$ cat src/rtl/ser_ovs.sv
// ser_ovs: full-duplex oversampled async serial transceiver, LSB first, ready/valid transmit.
// Define SER_PARITY_EN to insert and check an even-parity bit after the payload.
module ser_ovs #(
   parameter int DATA_W    = 8,
   parameter int OVS       = 16,
   parameter int DIV       = 18,
   parameter int STOP_BITS = 1
) (
   input  logic              clk,
   input  logic              rst_n,
   input  logic              xmt_valid,
   input  logic [DATA_W-1:0] xmt_data,
   output logic              xmt_ready,
   output logic              xmt_done,
   output logic              sout,
   input  logic              sin,
   output logic              rcv_valid,
   output logic [DATA_W-1:0] rcv_data,
   output logic              rcv_frm_err,
   output logic              rcv_par_err,
   output logic              vld_str_deb
);

   localparam int DIV_W = (DIV > 1) ? $clog2(DIV) : 1;
   localparam int OVS_W = $clog2(OVS);
   localparam int BIT_W = $clog2(DATA_W + 1);

   localparam logic [DIV_W-1:0] DIV_LAST  = DIV_W'(DIV - 1);
   localparam logic [OVS_W-1:0] OVS_LAST  = OVS_W'(OVS - 1);
   localparam logic [OVS_W-1:0] OVS_MID   = OVS_W'(OVS / 2 - 1);
   localparam logic [BIT_W-1:0] DATA_LAST = BIT_W'(DATA_W - 1);
   localparam logic [BIT_W-1:0] STOP_LAST = BIT_W'(STOP_BITS - 1);

   typedef enum logic [2:0] {
      TX_IDLE,
      TX_START,
      TX_DATA,
`ifdef SER_PARITY_EN
      TX_PARITY,
`endif
      TX_STOP
   } tx_state_t;

   typedef enum logic [2:0] {
      RX_IDLE,
      RX_START,
      RX_DATA,
`ifdef SER_PARITY_EN
      RX_PARITY,
`endif
      RX_STOP,
      RX_WAIT_HI
   } rx_state_t;

   logic [DIV_W-1:0] div_cnt;
   logic             tick;

   assign tick = (div_cnt == DIV_LAST);

   always_ff @(posedge clk) begin
      if (!rst_n)
         div_cnt <= '0;
      else if (tick)
         div_cnt <= '0;
      else
         div_cnt <= div_cnt + 1'b1;
   end

   tx_state_t         tx_state;
   logic [DATA_W-1:0] tx_shift;
   logic [OVS_W-1:0]  tx_cnt;
   logic [BIT_W-1:0]  tx_bit;
   logic              tx_armed;
   logic              tx_bit_end;
`ifdef SER_PARITY_EN
   logic              tx_par;
`endif

   assign tx_bit_end = tick && tx_armed && (tx_cnt == OVS_LAST);

   // The start bit is only put on the line at the first tick after the handshake,
   // so every bit, including the start bit, lasts exactly OVS ticks.
   always_ff @(posedge clk) begin
      if (!rst_n) begin
         tx_state  <= TX_IDLE;
         tx_shift  <= '0;
         tx_cnt    <= '0;
         tx_bit    <= '0;
         tx_armed  <= 1'b0;
         xmt_ready <= 1'b1;
         xmt_done  <= 1'b0;
         sout      <= 1'b1;
`ifdef SER_PARITY_EN
         tx_par    <= 1'b0;
`endif
      end else begin
         xmt_done <= 1'b0;
         if (tick && tx_armed)
            tx_cnt <= (tx_cnt == OVS_LAST) ? '0 : tx_cnt + 1'b1;
         case (tx_state)
            TX_IDLE: begin
               if (xmt_valid) begin
                  tx_shift  <= xmt_data;
                  tx_cnt    <= '0;
                  tx_armed  <= 1'b0;
                  xmt_ready <= 1'b0;
                  tx_state  <= TX_START;
`ifdef SER_PARITY_EN
                  tx_par    <= ^xmt_data;
`endif
               end
            end
            TX_START: begin
               if (tick && !tx_armed) begin
                  sout     <= 1'b0;
                  tx_armed <= 1'b1;
               end else if (tx_bit_end) begin
                  sout     <= tx_shift[0];
                  tx_bit   <= '0;
                  tx_state <= TX_DATA;
               end
            end
            TX_DATA: begin
               if (tx_bit_end) begin
                  tx_shift <= tx_shift >> 1;
                  if (tx_bit == DATA_LAST) begin
                     tx_bit <= '0;
`ifdef SER_PARITY_EN
                     sout     <= tx_par;
                     tx_state <= TX_PARITY;
`else
                     sout     <= 1'b1;
                     tx_state <= TX_STOP;
`endif
                  end else begin
                     tx_bit <= tx_bit + 1'b1;
                     sout   <= tx_shift[1];
                  end
               end
            end
`ifdef SER_PARITY_EN
            TX_PARITY: begin
               if (tx_bit_end) begin
                  sout     <= 1'b1;
                  tx_state <= TX_STOP;
               end
            end
`endif
            TX_STOP: begin
               if (tx_bit_end) begin
                  if (tx_bit == STOP_LAST) begin
                     xmt_done  <= 1'b1;
                     xmt_ready <= 1'b1;
                     tx_armed  <= 1'b0;
                     tx_state  <= TX_IDLE;
                  end else begin
                     tx_bit <= tx_bit + 1'b1;
                  end
               end
            end
            default: tx_state <= TX_IDLE;
         endcase
      end
   end

   logic sin_m, sin_s;

   always_ff @(posedge clk) begin
      if (!rst_n) begin
         sin_m <= 1'b1;
         sin_s <= 1'b1;
      end else begin
         sin_m <= sin;
         sin_s <= sin_m;
      end
   end

   rx_state_t         rx_state;
   logic [OVS_W-1:0]  rx_cnt;
   logic [BIT_W-1:0]  rx_bit;
   logic [DATA_W-1:0] rx_shift;
   logic              rx_sample;
`ifdef SER_PARITY_EN
   logic              rx_par_bad;
`endif

   assign rx_sample = tick && (rx_cnt == OVS_LAST);

   // Every sample point resets the tick count, so later samples land OVS ticks
   // apart at bit centres; a break line parks in RX_WAIT_HI after one error.
   always_ff @(posedge clk) begin
      if (!rst_n) begin
         rx_state    <= RX_IDLE;
         rx_cnt      <= '0;
         rx_bit      <= '0;
         rx_shift    <= '0;
         rcv_data    <= '0;
         rcv_valid   <= 1'b0;
         rcv_frm_err <= 1'b0;
         vld_str_deb <= 1'b0;
`ifdef SER_PARITY_EN
         rx_par_bad  <= 1'b0;
         rcv_par_err <= 1'b0;
`endif
      end else begin
         rcv_valid   <= 1'b0;
         rcv_frm_err <= 1'b0;
`ifdef SER_PARITY_EN
         rcv_par_err <= 1'b0;
`endif
         if (tick && rx_state != RX_IDLE && rx_state != RX_WAIT_HI)
            rx_cnt <= rx_cnt + 1'b1;
         case (rx_state)
            RX_IDLE: begin
               if (tick && !sin_s) begin
                  rx_cnt   <= '0;
                  rx_state <= RX_START;
               end
            end
            RX_START: begin
               if (tick && rx_cnt == OVS_MID) begin
                  rx_cnt <= '0;
                  if (sin_s) begin
                     rx_state <= RX_IDLE;
                  end else begin
                     vld_str_deb <= 1'b1;
                     rx_bit      <= '0;
                     rx_state    <= RX_DATA;
                  end
               end
            end
            RX_DATA: begin
               if (rx_sample) begin
                  rx_cnt   <= '0;
                  rx_shift <= {sin_s, rx_shift[DATA_W-1:1]};
                  if (rx_bit == DATA_LAST) begin
`ifdef SER_PARITY_EN
                     rx_state <= RX_PARITY;
`else
                     rx_state <= RX_STOP;
`endif
                  end else begin
                     rx_bit <= rx_bit + 1'b1;
                  end
               end
            end
`ifdef SER_PARITY_EN
            RX_PARITY: begin
               if (rx_sample) begin
                  rx_cnt     <= '0;
                  rx_par_bad <= sin_s ^ (^rx_shift);
                  rx_state   <= RX_STOP;
               end
            end
`endif
            RX_STOP: begin
               if (rx_sample) begin
                  rx_cnt   <= '0;
                  rcv_data <= rx_shift;
`ifdef SER_PARITY_EN
                  rcv_par_err <= rx_par_bad;
`endif
                  if (sin_s) begin
                     rcv_valid <= 1'b1;
                     rx_state  <= RX_IDLE;
                  end else begin
                     rcv_frm_err <= 1'b1;
                     rx_state    <= RX_WAIT_HI;
                  end
               end
            end
            RX_WAIT_HI: begin
               if (tick && sin_s)
                  rx_state <= RX_IDLE;
            end
            default: rx_state <= RX_IDLE;
         endcase
      end
   end

`ifndef SER_PARITY_EN
   assign rcv_par_err = 1'b0;
`endif

endmodule

$ cat config.mk
export PLATFORM = sky130hd
export DESIGN_NAME = ser_ovs
export DESIGN_NICKNAME = d
export VERILOG_FILES = /design/src/rtl/ser_ovs.sv
export SDC_FILE = /design/constraint.sdc
export NUM_CORES = 1
export LEC_CHECK = 0
export CAP_MARGIN = 10
export CORE_MARGIN = 2
export CORE_UTILIZATION = 25
export CTS_BUF_LIST = sky130_fd_sc_hd__clkbuf_2
export CTS_CLUSTER_DIAMETER = 60
export DETAILED_ROUTE_END_ITERATION = 10
export GPL_TIMING_DRIVEN = 0
export SETUP_SLACK_MARGIN = 0.02
export SLEW_MARGIN = 20
export SYNTH_ARGS = -nofsm -noshare
export SYNTH_HDL_FRONTEND = slang
export SYNTH_SLANG_ARGS = --single-unit
$ cat constraint.sdc
create_clock -name clk -period 2.26 [get_ports clk]
set_input_delay 0.226 -clock clk [delete_from_list [all_inputs] [get_ports clk]]
set_output_delay 0.226 -clock clk [all_outputs]
set_load 0.05 [all_outputs]
After elaboration in Yosys (flattened, before gate mapping)
Index checks and enable logic that the tools add are counted.
{ "op_classes": {"n_reduce_logical": 36, "bitwise": 2, "addsub": 5, "eq_ne": 32, "mux": 57} }
{ "ops": {"columns": ["operator", "n"], "rows": [
  ["$mux W4", 18],
  ["$mux W3", 14],
  ["$ne A2 B2 Y1 const B", 17],
  ["$pmux W4 S3", 2],
  ["$add A4 B1 Y4 const B", 4],
  ["$mux W8", 2],
  ["$pmux W8 S2", 1],
  ["$pmux W3 S5", 1],
  ["$reduce_and A3 Y1", 5],
  ["$mux W1", 13],
  ["$eq A3 B2 Y1 const B", 4],
  ["$eq A4 B3 Y1 const B", 3],
  ["$pmux W3 S4", 1],
  ["$reduce_and A6 Y1", 2],
  ["$reduce_and A5 Y1", 2],
  ["$logic_and A1 B1 Y1", 9],
  ["$reduce_bool A3 Y1", 3],
  ["$eq A4 B4 Y1 const B", 2],
  ["$pmux W4 S2", 1],
  ["$reduce_bool A2 Y1", 4],
  ["$reduce_and A7 Y1", 1],
  ["$eq A3 B1 Y1 const B", 2],
  ["$logic_not A3 Y1", 2],
  ["$ne A3 B3 Y1 const B", 2],
  ["12 further kinds", 17]
]} }
{ "totals": {"reg_bits": 60, "in_bits": 12, "output_inout_bits": 15} }

Depth between registers and ports, before layout
{ "depth": {"word_depth": 6, "mapped_depth": 9, "ltp_nobuf": 7} }

Worst setup path after synthesis
No wires, ideal clock.
{ "synth_path": {"kind": "reg2reg", "start": "register div_cnt[0]", "end": "register rcv_data[0]", "period_less_slack_ns": 1.750, "slack_ns": 0.510, "t_arrival_ns": 1.622, "required_ns": 2.132, "stages_incl_launch_ff": 8, "setup_ns": 0.128, "cell_sequence": "dfxtp_1 -> ha_1 -> nand4bb_1 -> buf_2 -> or4_1 -> buf_2 -> mux2i_1 -> nor2_1"} }
{ "synth_between": {"elab_chain_len": 3} }
{ "synth_lines": {"columns": ["item", "line", "source"], "rows": [
  ["from (decl)", "55", "logic [DIV_W-1:0] div_cnt;"],
  ["from (signal assigned)", "66", "div_cnt <= div_cnt + 1'b1;"],
  ["$eq A5 B5 Y1", "58", "assign tick = (div_cnt == DIV_LAST);"],
  ["$logic_and A1 B1 Y1", "187", "assign rx_sample = tick && (rx_cnt == OVS_LAST);"],
  ["$reduce_and A2 Y1 (no line)", null, null],
  ["to (signal assigned)", "259", "rcv_data <= rx_shift;"],
  ["to (decl)", "18", "output logic [DATA_W-1:0] rcv_data,"]
]} }
No other way between the ends.
A chain may end at the register's enable or synchronous reset.

Worst setup path in the final report
{ "layout_path": {"start": "register div_cnt[0]", "end": "register tx_shift[4]"} }
{ "layout_between": {"elab_chain_len": 5} }
{ "layout_lines": {"columns": ["item", "line", "source"], "rows": [
  ["$eq A5 B5 Y1", "58", null],
  ["$logic_and A1 B1 Y1 (2 in a row)", "79", "assign tx_bit_end = tick && tx_armed && (tx_cnt == OVS_LAST);"],
  ["$ne A2 B2 Y1 (no line)", null, null],
  ["$reduce_and A3 Y1 (no line)", null, null],
  ["to (signal assigned)", "103", "tx_shift <= xmt_data;"],
  ["to (signal assigned)", "125", "tx_shift <= tx_shift >> 1;"],
  ["to (decl)", "70", "logic [DATA_W-1:0] tx_shift;"]
]} }
No other way between the ends.

==> flow_metrics.tcl <==
set metrics [dict create \
    maxCapViolCount 0 \
    grt_max_degree 11 \
    gp_congestion 0.772 \
    synth_edf_count 0 \
    worstHoldPathType "input pin to flop" \
    row_count 38 \
    clk_pin_slew_ns 0.16 \
    fmax_ghz 0.499 \
    dp.cells 470 \
    period_share_pct 88.7 \
    cts_root_buffer "clkbuf_2" \
    synth_most_common_cell "dfxtp_1" \
    final_core_util_pct 31.1 \
    drive_gt1_share_pct 8.96 \
    pre_cts_ws_ns 0.285 \
    insertion_delay_ns 0.48 \
    antenna_left 0 \
    yosys-top-cells-area "dfxtp_1 (43%), mux2i_1 (10%), nor2_1 (6.8%), ha_1 (5.4%), nand2_1 (3.0%)" \
    hold_slack_ns 0.118 \
    synthesis.area_um2 2760 \
    worst_slack_ns 0.255 \
    finalWirelength_mm 5.71 \
    cp-start-kind "flop" \
    initial_core_util_pct 25.6 \
    synth.yosys.seq_area_share_pct 42.8 \
    firstDrtPassIters 7 \
    wl_per_cell_um 11.8 \
    antenna_found_initial 0 \
    diodes 0 \
    whs_path_depth 2 \
    die_x_um 109 \
    r2r_slack_ns 0.26 \
    tightest_slew_ns 0.642 \
    stdcell_count 486 \
    coreArea_um2 10800 \
    yosysTopAreaCell "dfxtp_1" \
    status "finished clean" \
    reg2reg_depth 8 \
    syn_avg_cell_area_um2 9.02 \
    grt_pass1_wl_mm 9.49 \
    holdPathEnd "sin_s" \
    finalHoldViolCount 0 \
    end_kind "flop" \
    grt_remaining_overflow 0 \
    synthTopCellsByCount "dfxtp_1 (59), nor2_1 (50), mux2i_1 (28)" \
    finalMaxSlewViolations 0 \
    crit_arrival_ns 2.40 \
    ys_ff_latch 59 \
    post-cts-setup-buffer-count 0 \
    p_per_area_nw_per_um2 827 \
    r2r-start "div_cnt[0]" \
    drt_iter0_drc 108 \
    drcViolationCount 0 \
    worstPathRequired_ns 2.66 \
    grt_pass1_vias 2039 \
    syn-instance-count 306 \
    num_vias 2230 \
    ys_types 52 \
    numClockSinks 59 \
    area_growth_pct 21.5 \
    clock_path_buffers 2 \
    rsz0062_at_grt "false" \
    finalSetupViolations 0 \
    yosysWarnings 0 \
    cts_buffers 9 \
    relSlewSlack_pct 57.2 \
    die-area_um2 11900 \
    yosysTopAreaCellShare_pct 42.8 \
    num_io_pins 27 \
    viasPerCell 4.59 \
    grt.total_usage_pct 10.3 \
    synthArstFlopShare_pct 0 \
    final.min_clock_period_ns 2.00 \
    cts.repair.resized 0 \
    ys.flop_type "dfxtp_1" \
    skew_ns 0.0168 \
    timing.rr.end "tx_shift[4]" \
    fin_tns_setup_ns 0 \
    cts_hold_buf 0 \
    dp_hpwl_mm 4.14 \
    io_buffers 24 \
    leakagePower_nw 1.35 \
    crit_type "flop to flop" \
    die_h_um 109 \
    hold_start "rst_n" \
    peakVddDrop_mv 0.329 \
    crit_fanout 10 \
    tritoncts "built" \
    nets 365 \
    syn_nets 330 \
    htreeDepth 3 \
]
worst max-delay path by stage:
stage,from,to,slack (ns),depth (start not counted)
CTS,div_cnt[0],rx_shift[5],0.27,7
detailed placement,div_cnt[0],rx_shift[5],0.28,7
global route,tx_cnt[0],tx_shift[4],0.07,7
finish,div_cnt[0],tx_shift[4],0.26,8
global placement,div_cnt[0],rx_shift[5],0.35,7
floorplan,div_cnt[0],rcv_data[0],0.51,7
stage by stage:
stage | area, um^2 | power [mW]
floorplan | 2760 | 1.69
global placement | 3180 | 1.81
detailed placement | 3180 | 1.83
CTS | 3350 | 2.80
global route | 3350 | 2.94
finish | 3350 | 2.77
report_power, final:
part	total (mW)	internal (mW)	switching, mW
Clock	0.969	0.587	0.382
Combinational	0.620	0.261	0.359
Sequential	1.19	1.12	0.0610
critical path: stages, from the launching register on:
cell and delay (ns):
dfxtp_1 0.42, ha_1 0.22, nand4bb_1 0.10, buf_2 0.19, nor2_1 0.26, o21a_1 0.25, buf_4 0.20, nor2_1 0.05
a211oi_1 0.23
cell usage in the layout (no fill, tap or decap), types with 4 or more instances in the layout:
master	count
dfxtp_1	59
nor2_1	50
mux2i_1	28
clkdlybuf4s50_1	24
nand2_1	22
a21oi_1	13
nand3_1	12
o21ai_0	12
ha_1	12
inv_1	11
clkbuf_2	10
a211oi_1	8
nand2b_1	7
clkbuf_1	6
buf_2	4
nor3_1	4
or3_1	4
xnor2_1	4
bufinv_16	4
kinds of logic (layout without fill, tap and decap cells):
group,Yosys count,count (layout),synth area share [%]
AO/OA/AOI/OAI,54,54,13.5
XOR/XNOR,7,7,2.22
adder cells (fa/ha/maj),12,12,5.44
buffers and inverters,25,65,3.85
flip-flops,59,59,42.8
multiplexers,28,28,10.1
other,1,1,0.136
AND/OR/NAND/NOR,120,120,21.9
layout make-up:
class	count	area, um^2
Fill cell	1121	7440
Tap cell	140	175
Buffer	13	61.3
Multi-Input combinational cell	222	1470
Inverter	12	45.0
Timing Repair Buffer	24	240
Sequential cell	59	1180
Clock buffer	10	50.0
Clock inverter	6	128
per-layer routing:
layer,wire [um],track usage (%)
met5,0,0
met4,114,4.30
met3,249,3.65
met2,2640,16.0
met1,2710,12.8
registers in the layout, summed over array words and instances (netlist names), 2 cells and up:
signal / flops
div_cnt: 5
rcv_data: 8
rx_bit: 4
rx_cnt: 4
rx_shift: 8
rx_state: 3
tx_bit: 4
tx_cnt: 4
tx_shift: 8
tx_state: 2
(Power assumes the default switching activity.)
